### config.mk
export PLATFORM = sky130hd
export DESIGN_NAME = four_ch_delay_top
export DESIGN_NICKNAME = d
export VERILOG_FILES = /design/src/rtl/four_ch_delay_pkg.sv /design/src/rtl/spi_word_rx.sv /design/src/rtl/four_ch_delay_top.sv
export SDC_FILE = /design/constraint.sdc
export NUM_CORES = 1
export LEC_CHECK = 0
export ABC_AREA = 1
export BUFFER_PORTS_ARGS = -buffer_cell sky130_fd_sc_hd__buf_2
export CORE_ASPECT_RATIO = 0.8
export CORE_MARGIN = 5
export CORE_UTILIZATION = 25
export DETAILED_ROUTE_END_ITERATION = 7
export PLACE_DENSITY = 0.41
export SYNTH_ARGS = -nofsm -noshare
export SYNTH_HDL_FRONTEND = slang
export SYNTH_SLANG_ARGS = --single-unit
### constraint.sdc
create_clock -name clk -period 2.9 [get_ports clk]
set_input_delay 0.435 -clock clk [delete_from_list [all_inputs] [get_ports clk]]
set_output_delay 0.435 -clock clk [all_outputs]
set_load 0.005 [all_outputs]
### src/rtl/four_ch_delay_pkg.sv
// Shared definitions for the four-channel SPI delay-and-sum block.
// Holds word/sum widths, the frame header value and the frame FSM states.
package four_ch_delay_pkg;

  localparam int unsigned WORD_W = 14;
  localparam int unsigned NUM_CH = 4;
  localparam int unsigned SUM_W  = 16;
  localparam int unsigned CNT_W  = 4;

  localparam logic [WORD_W-1:0] HEADER = 14'h0FFF;

  typedef logic signed [WORD_W-1:0] sample_t;

  typedef enum logic [2:0] {
    WAIT_HDR,
    CH0,
    CH1,
    CH2,
    CH3
  } frame_state_e;

endpackage

### src/rtl/spi_word_rx.sv
// SPI slave word engine: synchronises sck/mosi/cs into clk, shifts in
// 14-bit MSB-first words and shifts tx_word out on miso.
// Ports:
//   clk, rstn   - system clock, synchronous active-high reset
//   sck,mosi,cs - raw SPI pins (cs active low)
//   tx_word     - value loaded into the miso shifter on cs falling
//   word_valid  - one-clk pulse when a complete 14-bit word is received
//   word        - received word, valid with word_valid
//   miso        - SPI data out, 0 while cs is high
module spi_word_rx
  import four_ch_delay_pkg::*;
(
  input  logic              clk,
  input  logic              rstn,
  input  logic              sck,
  input  logic              mosi,
  input  logic              cs,
  input  logic [WORD_W-1:0] tx_word,
  output logic              word_valid,
  output logic [WORD_W-1:0] word,
  output logic              miso
);

  // [0],[1] form the synchroniser, [2] is the previous synchronised value
  logic [2:0]        sck_q, sck_d;
  logic [2:0]        cs_q, cs_d;
  logic [1:0]        mosi_q, mosi_d;
  logic [CNT_W-1:0]  cnt_q, cnt_d;
  logic [WORD_W-1:0] rx_q, rx_d;
  logic [WORD_W-1:0] tx_q, tx_d;
  logic [WORD_W-1:0] word_q, word_d;
  logic              word_valid_q, word_valid_d;
  logic              miso_q, miso_d;

  logic sck_rise, sck_fall, cs_rise, cs_fall, cs_low;

  // Edge detection, shift-in/out and word completion
  always_comb begin
    sck_d        = {sck_q[1:0], sck};
    cs_d         = {cs_q[1:0], cs};
    mosi_d       = {mosi_q[0], mosi};
    cnt_d        = cnt_q;
    rx_d         = rx_q;
    tx_d         = tx_q;
    word_d       = word_q;
    word_valid_d = 1'b0;

    sck_rise = sck_q[1] & ~sck_q[2];
    sck_fall = ~sck_q[1] & sck_q[2];
    cs_fall  = ~cs_q[1] & cs_q[2];
    cs_rise  = cs_q[1] & ~cs_q[2];
    cs_low   = ~cs_q[1];

    if (cs_fall) begin
      cnt_d = '0;
      tx_d  = tx_word;
    end else if (cs_low) begin
      if (sck_rise) begin
        rx_d = {rx_q[WORD_W-2:0], mosi_q[1]};
        // saturate so an over-long window can never wrap back to 14
        if (cnt_q != '1) cnt_d = cnt_q + CNT_W'(1);
      end
      if (sck_fall) tx_d = {tx_q[WORD_W-2:0], 1'b0};
    end

    if (cs_rise && (cnt_q == CNT_W'(WORD_W))) begin
      word_valid_d = 1'b1;
      word_d       = rx_q;
    end

    miso_d = cs_low & tx_d[WORD_W-1];
  end

  always_ff @(posedge clk) begin
    if (rstn) begin
      sck_q        <= '0;
      cs_q         <= '1;
      mosi_q       <= '0;
      cnt_q        <= '0;
      rx_q         <= '0;
      tx_q         <= '0;
      word_q       <= '0;
      word_valid_q <= 1'b0;
      miso_q       <= 1'b0;
    end else begin
      sck_q        <= sck_d;
      cs_q         <= cs_d;
      mosi_q       <= mosi_d;
      cnt_q        <= cnt_d;
      rx_q         <= rx_d;
      tx_q         <= tx_d;
      word_q       <= word_d;
      word_valid_q <= word_valid_d;
      miso_q       <= miso_d;
    end
  end

  assign word_valid = word_valid_q;
  assign word       = word_q;
  assign miso       = miso_q;

endmodule

### src/rtl/four_ch_delay_top.sv
// Four-channel delay-and-sum core behind an SPI slave front end.
// Frames are a 0x0FFF header followed by channel 0..3 samples; each channel
// is delayed by Dn frames, the four taps are summed and averaged into dn.
// Ports:
//   clk, rstn      - system clock, synchronous active-high reset
//   sck, mosi, cs  - SPI slave inputs
//   miso           - latest dn, MSB first during a cs-low window
//   dn             - signed average of the four delayed samples
//   head_flag      - one-clk pulse, one clk after dn updates
module four_ch_delay_top
  import four_ch_delay_pkg::*;
#(
  parameter int unsigned D0        = 0,
  parameter int unsigned D1        = 1,
  parameter int unsigned D2        = 2,
  parameter int unsigned D3        = 3,
  parameter int unsigned MAX_DELAY = 7
) (
  input  logic                     clk,
  input  logic                     rstn,
  input  logic                     sck,
  input  logic                     mosi,
  input  logic                     cs,
  output logic                     miso,
  output logic signed [WORD_W-1:0] dn,
  output logic                     head_flag
);

  logic              word_valid;
  logic [WORD_W-1:0] word;

  frame_state_e state_q, state_d;
  logic [NUM_CH-2:0] cap_en_c;
  logic              frame_done_c;

  // Channels 0..2 are held here; channel 3 is used straight from the word
  sample_t samp_q [NUM_CH-1];
  sample_t samp_d [NUM_CH-1];
  // History of past frames; the current frame is entry "-1", giving
  // MAX_DELAY+1 selectable taps in total
  sample_t dl_q [NUM_CH][MAX_DELAY];
  sample_t dl_d [NUM_CH][MAX_DELAY];
  sample_t cur  [NUM_CH];
  sample_t tap  [NUM_CH];

  logic signed [SUM_W-1:0] sum_c;
  sample_t dn_q, dn_d;
  logic    done_q, done_d;
  logic    head_flag_q, head_flag_d;

  spi_word_rx u_rx (
    .clk        (clk),
    .rstn       (rstn),
    .sck        (sck),
    .mosi       (mosi),
    .cs         (cs),
    .tx_word    (dn_q),
    .word_valid (word_valid),
    .word       (word),
    .miso       (miso)
  );

  // Frame FSM: state register
  always_ff @(posedge clk) begin
    if (rstn) state_q <= WAIT_HDR;
    else      state_q <= state_d;
  end

  // Frame FSM: next state
  always_comb begin
    state_d = state_q;
    if (word_valid) begin
      case (state_q)
        WAIT_HDR: if (word == HEADER) state_d = CH0;
        CH0:      state_d = CH1;
        CH1:      state_d = CH2;
        CH2:      state_d = CH3;
        CH3:      state_d = WAIT_HDR;
        default:  state_d = WAIT_HDR;
      endcase
    end
  end

  // Frame FSM: outputs
  always_comb begin
    cap_en_c     = '0;
    frame_done_c = 1'b0;
    if (word_valid) begin
      case (state_q)
        CH0:     cap_en_c[0]  = 1'b1;
        CH1:     cap_en_c[1]  = 1'b1;
        CH2:     cap_en_c[2]  = 1'b1;
        CH3:     frame_done_c = 1'b1;
        default: ;
      endcase
    end
  end

  // Current-frame samples
  always_comb begin
    for (int i = 0; i < NUM_CH - 1; i++) cur[i] = samp_q[i];
    cur[NUM_CH-1] = $signed(word);
  end

  // Per-channel tap: delay 0 bypasses the history
  for (genvar g = 0; g < NUM_CH; g++) begin : g_tap
    localparam int unsigned DLY = (g == 0) ? D0 : (g == 1) ? D1 : (g == 2) ? D2 : D3;
    if (DLY == 0) begin : g_now
      assign tap[g] = cur[g];
    end else begin : g_hist
      assign tap[g] = dl_q[g][DLY-1];
    end
  end

  // Sign-extended sum of the four taps
  always_comb begin
    sum_c = '0;
    for (int i = 0; i < NUM_CH; i++) sum_c = sum_c + SUM_W'(tap[i]);
  end

  // Sample capture, history shift and result
  always_comb begin
    for (int i = 0; i < NUM_CH - 1; i++)
      samp_d[i] = cap_en_c[i] ? $signed(word) : samp_q[i];
    dl_d        = dl_q;
    dn_d        = dn_q;
    done_d      = frame_done_c;
    head_flag_d = done_q;
    if (frame_done_c) begin
      for (int c = 0; c < NUM_CH; c++) begin
        dl_d[c][0] = cur[c];
        for (int k = 1; k < MAX_DELAY; k++) dl_d[c][k] = dl_q[c][k-1];
      end
      dn_d = WORD_W'(sum_c >>> 2);
    end
  end

  always_ff @(posedge clk) begin
    if (rstn) begin
      for (int i = 0; i < NUM_CH - 1; i++) samp_q[i] <= '0;
      for (int c = 0; c < NUM_CH; c++)
        for (int k = 0; k < MAX_DELAY; k++) dl_q[c][k] <= '0;
      dn_q        <= '0;
      done_q      <= 1'b0;
      head_flag_q <= 1'b0;
    end else begin
      samp_q      <= samp_d;
      dl_q        <= dl_d;
      dn_q        <= dn_d;
      done_q      <= done_d;
      head_flag_q <= head_flag_d;
    end
  end

  assign dn        = dn_q;
  assign head_flag = head_flag_q;

endmodule

## Word level (Yosys, flattened, before mapping)

Cells that the tools add are included.

- $add $sub $neg: 4
- Eq/ne operators: 9
- Muxes and demuxes: 12
- Bitwise operators: 10
- Reductions and logical operators: 8

Operator list:

| kind | count |
|---|---|
| 14-bit 2-to-1 mux | 3 |
| 15-bit by 14-bit adder with 16-bit output | 1 |
| 16-bit by 14-bit adder with 16-bit output | 1 |
| 14-bit by 14-bit adder with 15-bit output | 1 |
| 14-bit by 12-bit equality test with 1-bit output, second input constant | 1 |
| 3-bit case mux with 4 select lines | 1 |
| 3-bit by 2-bit equality test with 1-bit output, second input constant | 2 |
| 1-bit 2-to-1 mux | 6 |
| 3-bit 2-to-1 mux | 2 |
| 3-bit AND reduction | 2 |
| 1-bit AND | 5 |
| 1-bit inverter | 5 |
| 4-bit by 1-bit adder with 4-bit output, second input constant | 1 |
| 4-bit equality test, second input constant | 1 |
| 2-bit != test, second input constant | 2 |
| 4-bit != test, second input constant | 1 |
| 2-bit AND reduction | 2 |
| 3-bit by 1-bit equality test with 1-bit output, second input constant | 1 |
| 3-bit equality test, second input constant | 1 |
| 3-bit logical NOT | 1 |
| 2-bit nonzero test | 1 |
| 2-bit OR reduction | 1 |
| 1-bit logical AND | 1 |

- Register bits after elaboration: 201
- Bits of input ports: 5
- Output and inout bits: 16
- Word-level logic and storage cells: 66

## Logic depth before layout (Yosys ltp)

Gate-level depths: netlist (run 1).

- Depth after elaboration: 6
- Depth in mapped cells: 17
- Gate-level depth less buffers: 17

## Hierarchy

From an unflattened synthesis (run 1), not the netlist that was laid out.

- Cell total of the unflattened synthesis: 1173
- Area, all modules: 8878.5 um^2

By module, submodules not included:

| module | instances | cells an instance | area an instance (um^2) | seq. area each (um^2) |
|---|---|---|---|---|
| four_ch_delay_top | 1 | 878 | 6658.9 | 2902.8 |
| spi_word_rx | 1 | 295 | 2219.6 | 1121.1 |

## Worst setup path after synthesis (run 1)

No wires, ideal clock.

- Path type: register to register
- Start point: reg dl_q[57] (netlist name)
- End point: reg dn_q[11], in the netlist dn[11]
- Library setup time: 0.109 ns
- Data arrival time: 2.603 ns
- Data required time: 2.791 ns
- Path slack: 0.189 ns
- Stages on the path, launching flop included: 15
- Buffers on the path: 0
- Clock period less this slack: 2.711 ns
- Cells stage by stage: dfxtp_1 inv_1 fa_1 inv_1 fa_1 nand2_1 nor2_1 inv_1 fa_1 o21bai_1 nand2_1 nand4_1 nand3_1 nand2_1 inv_1

- Cells in the longest elaborated chain, start to end: 1

Ends and longest elaborated chain:

| element | RTL line | text |
|---|---|---|
| from (decl) | four_ch_delay_top.sv:41 | `sample_t dl_q [NUM_CH][MAX_DELAY];` |
| from (signal assigned) | four_ch_delay_top.sv:148 | `dl_q <= dl_d;` |
| 16-bit by 14-bit adder with 16-bit output | four_ch_delay_top.sv:118 | `for (int i = 0; i < NUM_CH; i++) sum_c = sum_c + SUM_W'(tap[i]);` |
| to (signal assigned) | four_ch_delay_top.sv:149 | `dn_q <= dn_d;` |
| to (decl) | four_ch_delay_top.sv:47 | `sample_t dn_q, dn_d;` |

Every way passes these cells.
A chain may end at the register's enable or synchronous reset.

## Final worst setup path (run 1)

- Start point: reg dl_q[57] (netlist name)
- End point: reg dn_q[9], in the netlist dn[9]

The elaborated chain is that of the path after synthesis.

==> flow_metrics.tcl, run 1 <==
set metrics [dict create \
    status "complete, no violations" \
    seqPwrFrac_pct 49.4 \
    dr.pass1.iters 6 \
    synth.area.top_cells "dfxtp_1 (46%), nor2_1 (9.5%), o21ai_0 (7.1%)" \
    clockRootBuffer "clkbuf_16" \
    required_ns 3.30 \
    drv_slew 0 \
    utilization_pct 29.2 \
    clkLatencyLatePin_ns 0.51 \
    synth-seq-cells 201 \
    rsz0062_at_grt "yes" \
    p_leak_nw 4.23 \
    multi_input_area_sq_mm 0.00382 \
    route.detailed.drc 0 \
    worst-setup-path-type "register to register" \
    vdd_drop_max_mv 0.291 \
    ys_seq_area_share_pct 46.3 \
    syn_inst 1138 \
    tightest_slew_ns 0.653 \
    fill_cells 3848 \
    synthAdderAreaFrac_pct 8.84 \
    dieWidth_um 218 \
    worstHoldPathType "input pin to register" \
    port_buffers 20 \
    muxShareOfSynthArea_pct 0 \
    cts_inserted_buffers 23 \
    grt_pass1_vias 6596 \
    grt_max_degree 123 \
    syn-num-nets 1187 \
    switching_share_pct 21.8 \
    r2r_slack_ns 0.15 \
    synth_cell_types 30 \
    place_ws_ns 0.0386 \
    syn_area_sq_mm 0.00869 \
    synth_edf_count 0 \
    vias 6726 \
    routabilityCongestion 0.760 \
    synth_top_cell_by_area "dfxtp_1" \
    p_per_area_mw_per_mm2 557 \
    cts_tree "built" \
    viasPerCell 4.12 \
    synth_compound_area_share_pct 15.5 \
    worst_slew_margin_rel_pct 56.4 \
    place_hpwl_mm 14.4 \
    seqCellArea_sq_mm 0.00402 \
    overflow 0 \
    synth-simple-area-share_pct 18.3 \
    cts.path.max_buffers 3 \
    antenna_found_initial 0 \
    die_h_um 177 \
    yosys_warnings 0 \
    p_int_mw 4.39 \
    setup-violations-final 0 \
    ctsHoldBuffers 0 \
    cp-end-kind "register" \
    max_freq_mhz 364 \
    cap_violations 0 \
    pwr-share-comb_pct 1.9 \
    dieArea_sq_mm 0.0386 \
    final_antenna_net_count 0 \
    diodes 0 \
    syn_area_per_cell_sq_um 7.63 \
    cts_sinks 201 \
    period_needed_ns 2.75 \
    pwr-share-clk_pct 48.8 \
    startpoint_type "register" \
    start_util_pct 25.2 \
    drive_above_1_share_pct 8.87 \
    yosysTopAreaCellShare_pct 46.3 \
    drt_wl_total_mm 21.0 \
    ys.flop_type "dfxtp_1" \
    drtIter0Drc 359 \
    io_pins 21 \
    nets 1194 \
    async_flop_share_pct 0 \
    rows 61 \
    clk_pin_slew_ns 0.06 \
    worst_slack_ns 0.149 \
    synth_top_family_by_area "simple AND/OR/NAND/NOR gates" \
    arrival_ns 3.15 \
    track_usage_pct 11.2 \
    avgRoutedWirePerCell_um 12.9 \
    area_growth_pct 15.9 \
    p_sw_mw 1.22 \
    h-tree-depth 1 \
    synth_xor_area_share_pct 0.605 \
    fin_skew_ns 0.0119 \
    crit_fanout 3 \
    core_area_sq_mm 0.0345 \
    hold_viol 0 \
    period_share_pct 94.8 \
    grt_pass1_wl_mm 35.6 \
]
## flip-flops by register name, indices dropped and copies added (netlist names), 2 cells and up
signal	flops
cur	42
dn	14
u_rx.mosi_q	2
u_rx.cs_q	3
u_rx.cnt_q	4
state_q	3
u_rx.rx_q	14
u_rx.tx_q	14
u_rx.word	14
u_rx.sck_q	3
dl_q	84
## cells by family after synthesis
logic type | Yosys count
buf+inv | 223
fa+ha+maj | 44
flops | 201
simple gates | 400
xor+xnor | 6
compound gates | 264
## per-layer routing
| metal | vias up | share of wire, % | global-route usage (%) |
|---|---|---|---|
| met5 | - | 0 | 0 |
| met4 | 0 | 1.6 | 2.01 |
| met3 | 25 | 3.3 | 1.73 |
| met2 | 57 | 40 | 16.6 |
| met1 | 3054 | 55 | 17.3 |
| li1 | 3590 | - | - |
## worst max-delay path: stages, from the launching register on
cell and delay, ns:
dfxtp_1 0.31, inv_1 0.06, fa_1 0.53, inv_1 0.05, fa_1 0.49, nand2_1 0.06
nor2_2 0.11, inv_2 0.05, fa_2 0.39, inv_1 0.07, nand2_1 0.08, nand3_2 0.09
nand2_2 0.06, nand3_1 0.07, nand3_1 0.10, nand2_1 0.07, inv_1 0.03
## final timing paths
check                                             start                      end  depth (start not counted)
worst max-delay path              dl_q[57]$_SDFFE_PP0P_       dn[9]$_SDFFE_PP0P_                         16
worst min register to register  u_rx.cs_q[0]$_SDFF_PP1_  u_rx.cs_q[1]$_SDFF_PP1_                          1
worst max register to register    dl_q[57]$_SDFFE_PP0P_       dn[9]$_SDFFE_PP0P_                         16
worst min-delay path                                 cs  u_rx.cs_q[0]$_SDFF_PP1_                          2
## through the flow
step | power [mW] | TNS, ns | hold slack, ns | area (sq um) | instances
after floorplan | 2.90 | 0 | 0.388 | 8690 | 1138
after global placement | 2.94 | 0 | 0.393 | 9300 | 1592
after detailed placement | 2.94 | 0 | 0.395 | 9300 | 1592
after CTS | 5.72 | 0 | 0.0838 | 10000 | 1633
after global routing | 5.85 | -0.0663 | 0.0918 | 10100 | 1633
final | 5.61 | 0 | 0.103 | 10100 | 1633
## synth_stat cells (9+ instances only)
cell	n
a21oi_1	83
a31oi_1	13
buf_2	18
clkbuf_1	28
dfxtp_1	201
fa_1	29
ha_1	15
inv_1	158
inv_2	9
nand2_1	138
nand3_1	20
nor2_1	220
o21ai_0	123
o21ai_1	41
## repair_timing
action	4_1_cts	5_1_grt
setup endpoints to repair	0	6
buffers inserted	0	0
resized for setup	0	12
## cell type report
cell class | count | area share [%]
multi-input cells | 714 | 37.9
clock buffers | 33 | 6.59
flip-flops and latches | 201 | 40.0
clock inverters | 8 | 0.472
inverters | 168 | 6.28
well taps | 472 | 5.87
repair buffers | 37 | 2.88
## power by group through the flow
| stage | Clock, mW | Combinational, mW | Sequential [mW] |
|---|---|---|---|
| 6_report | 2.74 | 0.106 | 2.77 |
| 5_1_grt | 2.96 | 0.123 | 2.77 |
| 4_1_cts | 2.84 | 0.108 | 2.77 |
| 3_5_place_dp | 0 | 0.108 | 2.83 |
| 3_3_place_gp | 0 | 0.109 | 2.83 |
| 2_1_floorplan | 0 | 0.0746 | 2.83 |
## layout by cell type (no fill, tap or decap), drive strengths merged, types with 2 or more instances in the layout
cell type,instances
nor2,224
dfxtp,201
inv,167
o21ai,164
nand2,138
a21oi,83
buf,37
clkbuf,33
fa,29
nand3,21
ha,15
a31oi,13
clkinv,9
nand4,7
xor2,6
nor3,4
and2,2
a211oi,2
or2,2
Note: power is estimated with default switching activity, not from simulation.
==> run 2: changes to the inputs <==
--- a/config.mk
+++ b/config.mk
@@ -11,7 +11,7 @@
 export CORE_MARGIN = 5
 export CORE_UTILIZATION = 25
 export DETAILED_ROUTE_END_ITERATION = 7
-export PLACE_DENSITY = 0.41
+export PLACE_DENSITY = 0.4
 export SYNTH_ARGS = -nofsm -noshare
 export SYNTH_HDL_FRONTEND = slang
 export SYNTH_SLANG_ARGS = --single-unit
==> constraint.sdc (replaced) <==
create_clock -name clk -period 2.8 [get_ports clk]
set_input_delay 0.42 -clock clk [delete_from_list [all_inputs] [get_ports clk]]
set_output_delay 0.42 -clock clk [all_outputs]
set_load 0.005 [all_outputs]
==> flow_metrics.tcl, run 2 (synthesis results as in run 1) <==
set metrics [dict create \
    dieArea_sq_mm 0.0386 \
    clk_pin_slew_ns 0.06 \
    port_buffers 20 \
    arrival_ns 3.10 \
    start_util_pct 25.2 \
    regMostFlops "dl_q" \
    grt_pass1_vias 6530 \
    cts.path.max_buffers 3 \
    cp-end-kind "register" \
    slowest_delay_ns 0.55 \
    cts_inserted_buffers 23 \
    nets 1202 \
    crit_fanout 3 \
    fill_cells 3839 \
    r2r-start "dl_q[281]$_SDFFE_PP0P_" \
    path_cells "inv_2 -> fa_1 -> inv_2 -> fa_1 -> nand2_1 -> nor2_2 -> inv_2 -> fa_2 -> inv_2 -> nand2_2 -> nand3_4 -> nand2_4 -> nand3_2 -> nand3_2 -> nand2_1 -> inv_1" \
    r2r_end "dn[13]$_SDFFE_PP0P_" \
    cap_violations 0 \
    vias 6785 \
    r2r_slack_ns 0.11 \
    cp_slowest_cell "fa_1" \
    rows 61 \
    period_share_pct 96.2 \
    total_power_mw 5.91 \
    max_freq_mhz 371 \
    routabilityCongestion 0.749 \
    overflow 0 \
    critPathTopFamily "adder cells" \
    final_antenna_net_count 0 \
    grt_pass1_wl_mm 35.6 \
    vdd_drop_max_mv 0.330 \
    required_ns 3.21 \
    period_needed_ns 2.69 \
    area_growth_pct 18.7 \
    track_usage_pct 11.3 \
    worstHoldPathType "input pin to register" \
    antenna_found_initial 0 \
    tightest_slew_ns 0.846 \
    hold_depth 2 \
    grt_max_degree 123 \
    diodes 0 \
    ctsHoldBuffers 0 \
    cts_tree "built" \
    drive_above_1_share_pct 13.2 \
    layout_commonest_cell "nor2_1" \
    dr.pass1.iters 4 \
    core_area_sq_mm 0.0345 \
    hold_start "cs" \
    r2r_cells 16 \
    h-tree-depth 1 \
    worst_slew_margin_rel_pct 43.4 \
    drv_slew 0 \
    dieWidth_um 218 \
    clockRootBuffer "clkbuf_16" \
    worst_slack_ns 0.108 \
    p_leak_nw 4.27 \
    fin_skew_ns 0.00901 \
    hold_viol 0 \
    final_cell_mix "nor2_1 (212), dfxtp_1 (199), inv_1 (149)" \
    final_area_sq_mm 0.0103 \
    status "complete, no violations" \
    viasPerCell 4.14 \
    largest_reg_flops 84 \
    worstPathBufferInverterCount 5 \
    avgRoutedWirePerCell_um 13.3 \
    cpMostUsedCell "inv_2" \
    postPlaceCellArea_sq_mm 0.00932 \
    drt_wl_total_mm 21.8 \
    p_per_area_mw_per_mm2 573 \
    drtIter0Drc 341 \
    worst-setup-path-type "register to register" \
    startpoint_type "register" \
    place_ws_ns -0.112 \
    setup-violations-final 0 \
    route.detailed.drc 0 \
    clkLatencyLatePin_ns 0.51 \
    final.setup.tns_ns 0 \
    rsz0062_at_grt "yes" \
    io_pins 21 \
    cts_sinks 201 \
    holdPathEnd "u_rx.cs_q[0]$_SDFF_PP1_" \
    place_hpwl_mm 14.5 \
    die_h_um 177 \
]
run 2: cell types whose count changed in the layout (fill, tap and decap cells not counted), sizes merged:
cell and delta:
buf +8, clkbuf +3, clkinv -7, clkinvlp +1, inv +1
run 2: stage by stage:
stage	hold WS (ns)	cells	utilization [%]
floorplan	0.388	1138	-
global placement	0.395	1599	27.0
detailed placement	0.393	1599	27.0
CTS	0.0645	1638	29.2
global route	0.0806	1639	29.9
finish	0.0932	1639	29.9
run 2: worst max path at each step:
stage | startpoint | endpoint | slack [ns] | cells past startpoint
finish | dl_q[281]$_SDFFE_PP0P_ | dn[13]$_SDFFE_PP0P_ | 0.11 | 16
global route | dl_q[281]$_SDFFE_PP0P_ | dn[9]$_SDFFE_PP0P_ | -0.07 | 16
CTS | dl_q[57]$_SDFFE_PP0P_ | dn[9]$_SDFFE_PP0P_ | 0.001 | 16
detailed placement | dl_q[57]$_SDFFE_PP0P_ | dn[7]$_SDFFE_PP0P_ | -0.11 | 14
global placement | dl_q[57]$_SDFFE_PP0P_ | dn[3]$_SDFFE_PP0P_ | -0.08 | 13
floorplan | dl_q[57]$_SDFFE_PP0P_ | dn[11]$_SDFFE_PP0P_ | 0.09 | 14
run 2: layout make-up:
type | instances | area, sq um | area share, %
clock buffer | 36 | 714 | 6.93
clock inverter | 3 | 21.3 | 0.206
sequential | 201 | 4030 | 39.0
tap | 472 | 591 | 5.73
inverter | 168 | 633 | 6.14
multi-input combinational | 714 | 4010 | 38.9
timing repair buffer | 45 | 317 | 3.07
run 2: layer usage:
metal	share of wire [%]	global-route usage, %	vias up
met5	0	0	-
met4	1.4	1.88	0
met3	3.3	1.95	24
met2	40	16.5	55
met1	55	17.5	3096
li1	-	-	3610
run 2: timing repair:
item                                    CTS  global route
gates resized for setup                   3            61
gates cloned                              0             0
pin swaps                                 0            19
endpoints found under the setup margin    6            12
buffers inserted                          0             1
run 2: power breakdown:
group	switching, mW	total, mW	internal, mW	leakage [nW]
logic	0.0778	0.109	0.0314	2.29
registers	0.00346	2.87	2.87	1.62
clock network	1.19	2.93	1.74	0.361
total	1.28	5.91	4.64	4.27
